[config.mk]
export PLATFORM = sky130hd
export DESIGN_NAME = radix16_divider_gen
export DESIGN_NICKNAME = d
export VERILOG_FILES = /design/src/rtl/radix16_divider_gen.sv
export SDC_FILE = /design/constraint.sdc
export NUM_CORES = 2
export LEC_CHECK = 0
export ABC_AREA = 1
export CAP_MARGIN = 30
export CORE_MARGIN = 3
export CORE_UTILIZATION = 49
export CTS_BUF_LIST = sky130_fd_sc_hd__clkbuf_8
export DETAILED_ROUTE_END_ITERATION = 7
export PLACE_DENSITY_LB_ADDON = 0.08
export SLEW_MARGIN = 0
export SYNTH_ARGS = -nofsm -noshare
export SYNTH_HDL_FRONTEND = slang
export SYNTH_SLANG_ARGS = --single-unit
[constraint.sdc]
create_clock -name clk -period 6.1 [get_ports clk]
set_input_delay 1.22 -clock clk [delete_from_list [all_inputs] [get_ports clk]]
set_output_delay 1.22 -clock clk [all_outputs]
set_load 0.03 [all_outputs]
[src/rtl/radix16_divider_gen.sv]
// Radix-16 unsigned fixed-point divider: quotient = (dividend << FRAC_W) / divisor,
// producing one 4-bit quotient digit per ITER cycle from precomputed divisor multiples.
module radix16_divider_gen #(
    parameter int DIVIDEND_W = 24,
    parameter int DIVISOR_W  = 24,
    parameter int QUOT_W     = 52
) (
    input  logic                  clk,
    input  logic                  nreset,
    input  logic                  in_valid,
    output logic                  in_ready,
    input  logic [DIVIDEND_W-1:0] dividend,
    input  logic [DIVISOR_W-1:0]  divisor,
    input  logic                  abort,
    output logic                  out_valid,
    input  logic                  out_ready,
    output logic [QUOT_W-1:0]     quotient,
    output logic [DIVISOR_W-1:0]  remainder,
    output logic                  sticky,
    output logic                  div_by_zero,
    output logic                  busy,
    output logic [1:0]            dbg_state
);
    localparam int FRAC_W = QUOT_W - DIVIDEND_W;
    localparam int N      = QUOT_W / 4;
    localparam int CNT_W  = $clog2(N + 1);
    localparam int PR_W   = DIVISOR_W + 4;

    typedef enum logic [1:0] {IDLE, PREP, ITER, DONE} state_t;

    state_t               state_q, state_d;
    logic [QUOT_W-1:0]    num_q, num_d;
    logic [DIVISOR_W-1:0] dsr_q, dsr_d;
    logic [PR_W-1:0]      mult_q [1:15];
    logic [PR_W-1:0]      mult_d [1:15];
    logic [DIVISOR_W-1:0] pr_q, pr_d;
    logic [QUOT_W-1:0]    qw_q, qw_d;
    logic [CNT_W-1:0]     cnt_q, cnt_d;
    logic [QUOT_W-1:0]    quot_q, quot_d;
    logic [DIVISOR_W-1:0] rem_q, rem_d;
    logic                 sticky_q, sticky_d;
    logic                 dbz_q, dbz_d;

    logic [PR_W-1:0]      shifted;
    logic [PR_W-1:0]      diff;
    logic [3:0]           digit;

    // Multiples are monotonic, so the last multiple not exceeding the shifted
    // remainder gives the largest legal digit; the difference is always < divisor.
    always_comb begin
        shifted = {pr_q, num_q[QUOT_W-1 -: 4]};
        digit   = 4'd0;
        diff    = shifted;
        for (int k = 1; k <= 15; k++) begin
            if (shifted >= mult_q[k]) begin
                digit = 4'(k);
                diff  = shifted - mult_q[k];
            end
        end
    end

    always_comb begin
        state_d  = state_q;
        num_d    = num_q;
        dsr_d    = dsr_q;
        mult_d   = mult_q;
        pr_d     = pr_q;
        qw_d     = qw_q;
        cnt_d    = cnt_q;
        quot_d   = quot_q;
        rem_d    = rem_q;
        sticky_d = sticky_q;
        dbz_d    = dbz_q;
        unique case (state_q)
            IDLE: begin
                if (in_valid && !abort) begin
                    num_d = QUOT_W'(dividend) << FRAC_W;
                    dsr_d = divisor;
                    if (divisor == '0) begin
                        quot_d   = '1;
                        rem_d    = '0;
                        sticky_d = 1'b0;
                        dbz_d    = 1'b1;
                        state_d  = DONE;
                    end else begin
                        state_d = PREP;
                    end
                end
            end
            PREP: begin
                if (abort) begin
                    state_d = IDLE;
                end else begin
                    for (int k = 1; k <= 15; k++) begin
                        mult_d[k] = PR_W'(dsr_q) * PR_W'(k);
                    end
                    pr_d    = '0;
                    qw_d    = '0;
                    cnt_d   = CNT_W'(N);
                    state_d = ITER;
                end
            end
            ITER: begin
                if (abort) begin
                    state_d = IDLE;
                end else begin
                    pr_d  = diff[DIVISOR_W-1:0];
                    qw_d  = (qw_q << 4) | QUOT_W'(digit);
                    num_d = num_q << 4;
                    cnt_d = cnt_q - CNT_W'(1);
                    if (cnt_q == CNT_W'(1)) begin
                        quot_d   = (qw_q << 4) | QUOT_W'(digit);
                        rem_d    = diff[DIVISOR_W-1:0];
                        sticky_d = |diff;
                        dbz_d    = 1'b0;
                        state_d  = DONE;
                    end
                end
            end
            DONE: begin
                if (out_ready || abort) begin
                    state_d = IDLE;
                end
            end
            default: state_d = IDLE;
        endcase
    end

    always_ff @(posedge clk or negedge nreset) begin
        if (!nreset) begin
            state_q  <= IDLE;
            num_q    <= '0;
            dsr_q    <= '0;
            for (int k = 1; k <= 15; k++) begin
                mult_q[k] <= '0;
            end
            pr_q     <= '0;
            qw_q     <= '0;
            cnt_q    <= '0;
            quot_q   <= '0;
            rem_q    <= '0;
            sticky_q <= 1'b0;
            dbz_q    <= 1'b0;
        end else begin
            state_q  <= state_d;
            num_q    <= num_d;
            dsr_q    <= dsr_d;
            mult_q   <= mult_d;
            pr_q     <= pr_d;
            qw_q     <= qw_d;
            cnt_q    <= cnt_d;
            quot_q   <= quot_d;
            rem_q    <= rem_d;
            sticky_q <= sticky_d;
            dbz_q    <= dbz_d;
        end
    end

    assign in_ready    = (state_q == IDLE);
    assign out_valid   = (state_q == DONE);
    assign busy        = (state_q != IDLE);
    assign quotient    = quot_q;
    assign remainder   = rem_q;
    assign sticky      = sticky_q;
    assign div_by_zero = dbz_q;
    assign dbg_state   = state_q;
endmodule

==> impl_metrics.env <==
export IMPL_area_growth_pct=10.67
export IMPL_min_path_type="flip-flop to flip-flop"
export IMPL_fillCellCount=10240
export IMPL_start_util_pct=49.80
export IMPL_multi_input_area_um2=35230
export IMPL_synth_edff_count=0
export IMPL_grt_max_degree=168
export IMPL_die_y_um=326.4
export IMPL_cpMostUsedCell="nand2_1"
export IMPL_use_met1_pct=53.74
export IMPL_clk_path_buf_depth=3
export IMPL_fin_nets=8426
export IMPL_startpoint_type="flip-flop"
export IMPL_critPathCaptureType="flip-flop"
export IMPL_fin_worst_skew_ns=0.05176
export IMPL_ctsResizeCount=0
export IMPL_ys_warn_count=0
export IMPL_syn_inst=7459
export IMPL_grt_pass1_wl_mm=331.8
export IMPL_async_flop_share_pct=100.0
export IMPL_most_common_layout_cells="nand2_1 (1915), inv_1 (1095), a21oi_1 (729)"
export IMPL_crit_required_ns=6.74
export IMPL_wire_per_inst_um=25.11
export IMPL_max_stage_delay_ns=0.67
export IMPL_use_met3_pct=9.005
export IMPL_ys_seq_area_share_pct=20.04
export IMPL_drt_iter0_markers=5993
export IMPL_final_period_utilization_pct=90.03
export IMPL_synth_fp_nets=8218
export IMPL_cts_buffers=79
export IMPL_hold_buffers=0
export IMPL_grt_overflow=0
export IMPL_portBuffers=135
export IMPL_use_met2_pct=63.38
export IMPL_worstRegToRegCells=30
export IMPL_drv_cap=0
export IMPL_layout_commonest_cell="nand2_1"
export IMPL_synthesis_area_um2=50310
export IMPL_gp_congestion=1.134
export IMPL_setup_violations_final=0
export IMPL_ios=136
export IMPL_drc=0
export IMPL_root_buffer="clkbuf_8"
export IMPL_firstDrtPassIters=7
export IMPL_cp_max_fo=19
export IMPL_tightest_slew_ns=1.012
export IMPL_clock_fmax_mhz=182.1
export IMPL_viasPerCell=5.945
export IMPL_grt_busiest_layer="met2"
export IMPL_ys_seq_elements=403
export IMPL_antenna_found_initial=14
export IMPL_grt_pass1_vias=51020
export IMPL_cts_tree="built"
export IMPL_path_class="flip-flop to flip-flop"
export IMPL_postRouteAntennaNets=0
export IMPL_regArea_um2=10090
export IMPL_holdPathStages=2
export IMPL_rsz0062_at_grt="no"
export IMPL_yosysUniqueCellTypes=72
export IMPL_slew_violations=0
export IMPL_status="finished, final reports clean"
export IMPL_syn_area_per_cell_um2=6.745
export IMPL_fp_row_count=116
export IMPL_cts_clk_slew_worst_paths_ns=0.06
export IMPL_relSlewSlack_pct=32.53
export IMPL_hold_viol_final=0
export IMPL_cts_setup_buffers=0
export IMPL_dieArea_um2=106600
export IMPL_drive_gt1_share_pct=5.913
export IMPL_critPathSlowestCell="dfrtp_1"
export IMPL_core_um2=101000
export IMPL_vias=54030
export IMPL_tns_ns=0
export IMPL_ys_flop_type="dfrtp_1"
export IMPL_groute_usage_overall_pct=41.66
export IMPL_dp_hpwl_mm=185.9
export IMPL_arrival_ns=6.13
export IMPL_die_x_um=326.4
export IMPL_wl_mm=228.2
export IMPL_period_minus_slack_ns=5.492
export IMPL_htree_levels=3
export IMPL_clock_sinks=403
export IMPL_insertion_delay_ns=0.77
==> routing by layer <==
metal	wire length, µm	part of all wire [%]
met1	90750	40
met2	96180	42
met3	23110	10
met4	18160	8.0
met5	54	0.024
==> critical path, delay by kind of cell (launching register included) <==
family	cells	cell delay, ns
flip-flops	1	0.67
AND/OR/NAND/NOR	25	3.28
adder cells (fa/ha/maj)	1	0.57
buffers and inverters	2	0.46
AO/OA/AOI/OAI	2	0.42
==> layout make-up <==
cell class                      count  share of cell area, %
Clock inverter                     37                 0.5753
Clock buffer                      106                  2.620
Sequential cell                   403                  18.12
Tap cell                         1357                  3.049
Multi-Input combinational cell   5784                  63.27
Inverter                         1103                  7.458
Timing Repair Buffer              296                  4.894
Antenna cell                        3                0.01348
==> flip-flops by register name, summed over array words and instances, names as in the netlist <==
register	cells
div_by_zero	1
pr_q	24
sticky	1
dsr_q	24
qw_q	48
quotient	52
cnt_q	4
mult_q	199
num_q	24
dbg_state	2
remainder	24
==> per-stage QoR <==
step	cells	setup slack [ns]	hold WS [ns]	area (µm²)	utilization [%]
final	9089	0.6084	0.4816	55680	55.12
after CTS	9085	0.9418	0.4841	55670	55.11
after global routing	9088	0.4562	0.4931	55680	55.12
after global placement	8942	0.8625	0.4663	53890	53.35
after floorplan	7459	1.916	0.4530	50310	-
after detailed placement	8942	0.9464	0.4701	53890	53.35
==> cells in the mapped netlist, drive strengths merged, types with 2 or more instances <==
master	number	area share [%]
nand2	1933	15
inv	1099	8.2
a21oi	746	7.6
ha	585	15
o21ai	530	5.4
nor2	443	3.4
dfrtp	403	20
nand3	341	3.5
xor2	210	3.7
xnor2	160	2.8
fa	121	4.8
buf	88	1.1
nand4	84	1.0
clkbuf	81	0.60
a31oi	80	1.0
nor3	75	0.76
or2	72	0.90
o22ai	70	0.87
o21bai	56	0.87
a2bb2oi	49	0.85
a21o	46	0.69
o211ai	41	0.61
o21a	25	0.37
a21boi	24	0.40
nor4	17	0.21
nand3b	12	0.19
o31ai	10	0.15
a211oi	9	0.13
a221oi	7	0.12
and3	6	0.075
o221ai	6	0.10
a31o	5	0.087
clkinv	4	0.030
o2111ai	3	0.052
a22oi	2	0.030
and2	2	0.025
nor3b	2	0.030
o2bb2ai	2	0.035
or3	2	0.025
==> cell families after synthesis <==
kind of cell    Yosys count  synth area share (%)
flops                   403                 20.04
mux                       1               0.02238
fa+ha+maj               706                 19.36
compound gates         1716                 19.44
simple gates           2991                 24.71
xor+xnor                370                 6.441
buf+inv                1272                 9.980
==> final timing paths <==
check	from	to	slack, ns
worst max-delay path	pr_q[2]	sticky	0.61
worst min-delay path	mult_q[126]	mult_q[126]	0.48
worst max register to register	pr_q[2]	sticky	0.61
worst min register to register	mult_q[126]	mult_q[126]	0.48
max in group asynchronous	nreset	quotient[46]	4.31
min in group asynchronous	nreset	mult_q[170]	0.50
Power is not shown: default switching activity piles up to over one toggle a cycle in this logic, so the estimate is an artifact.
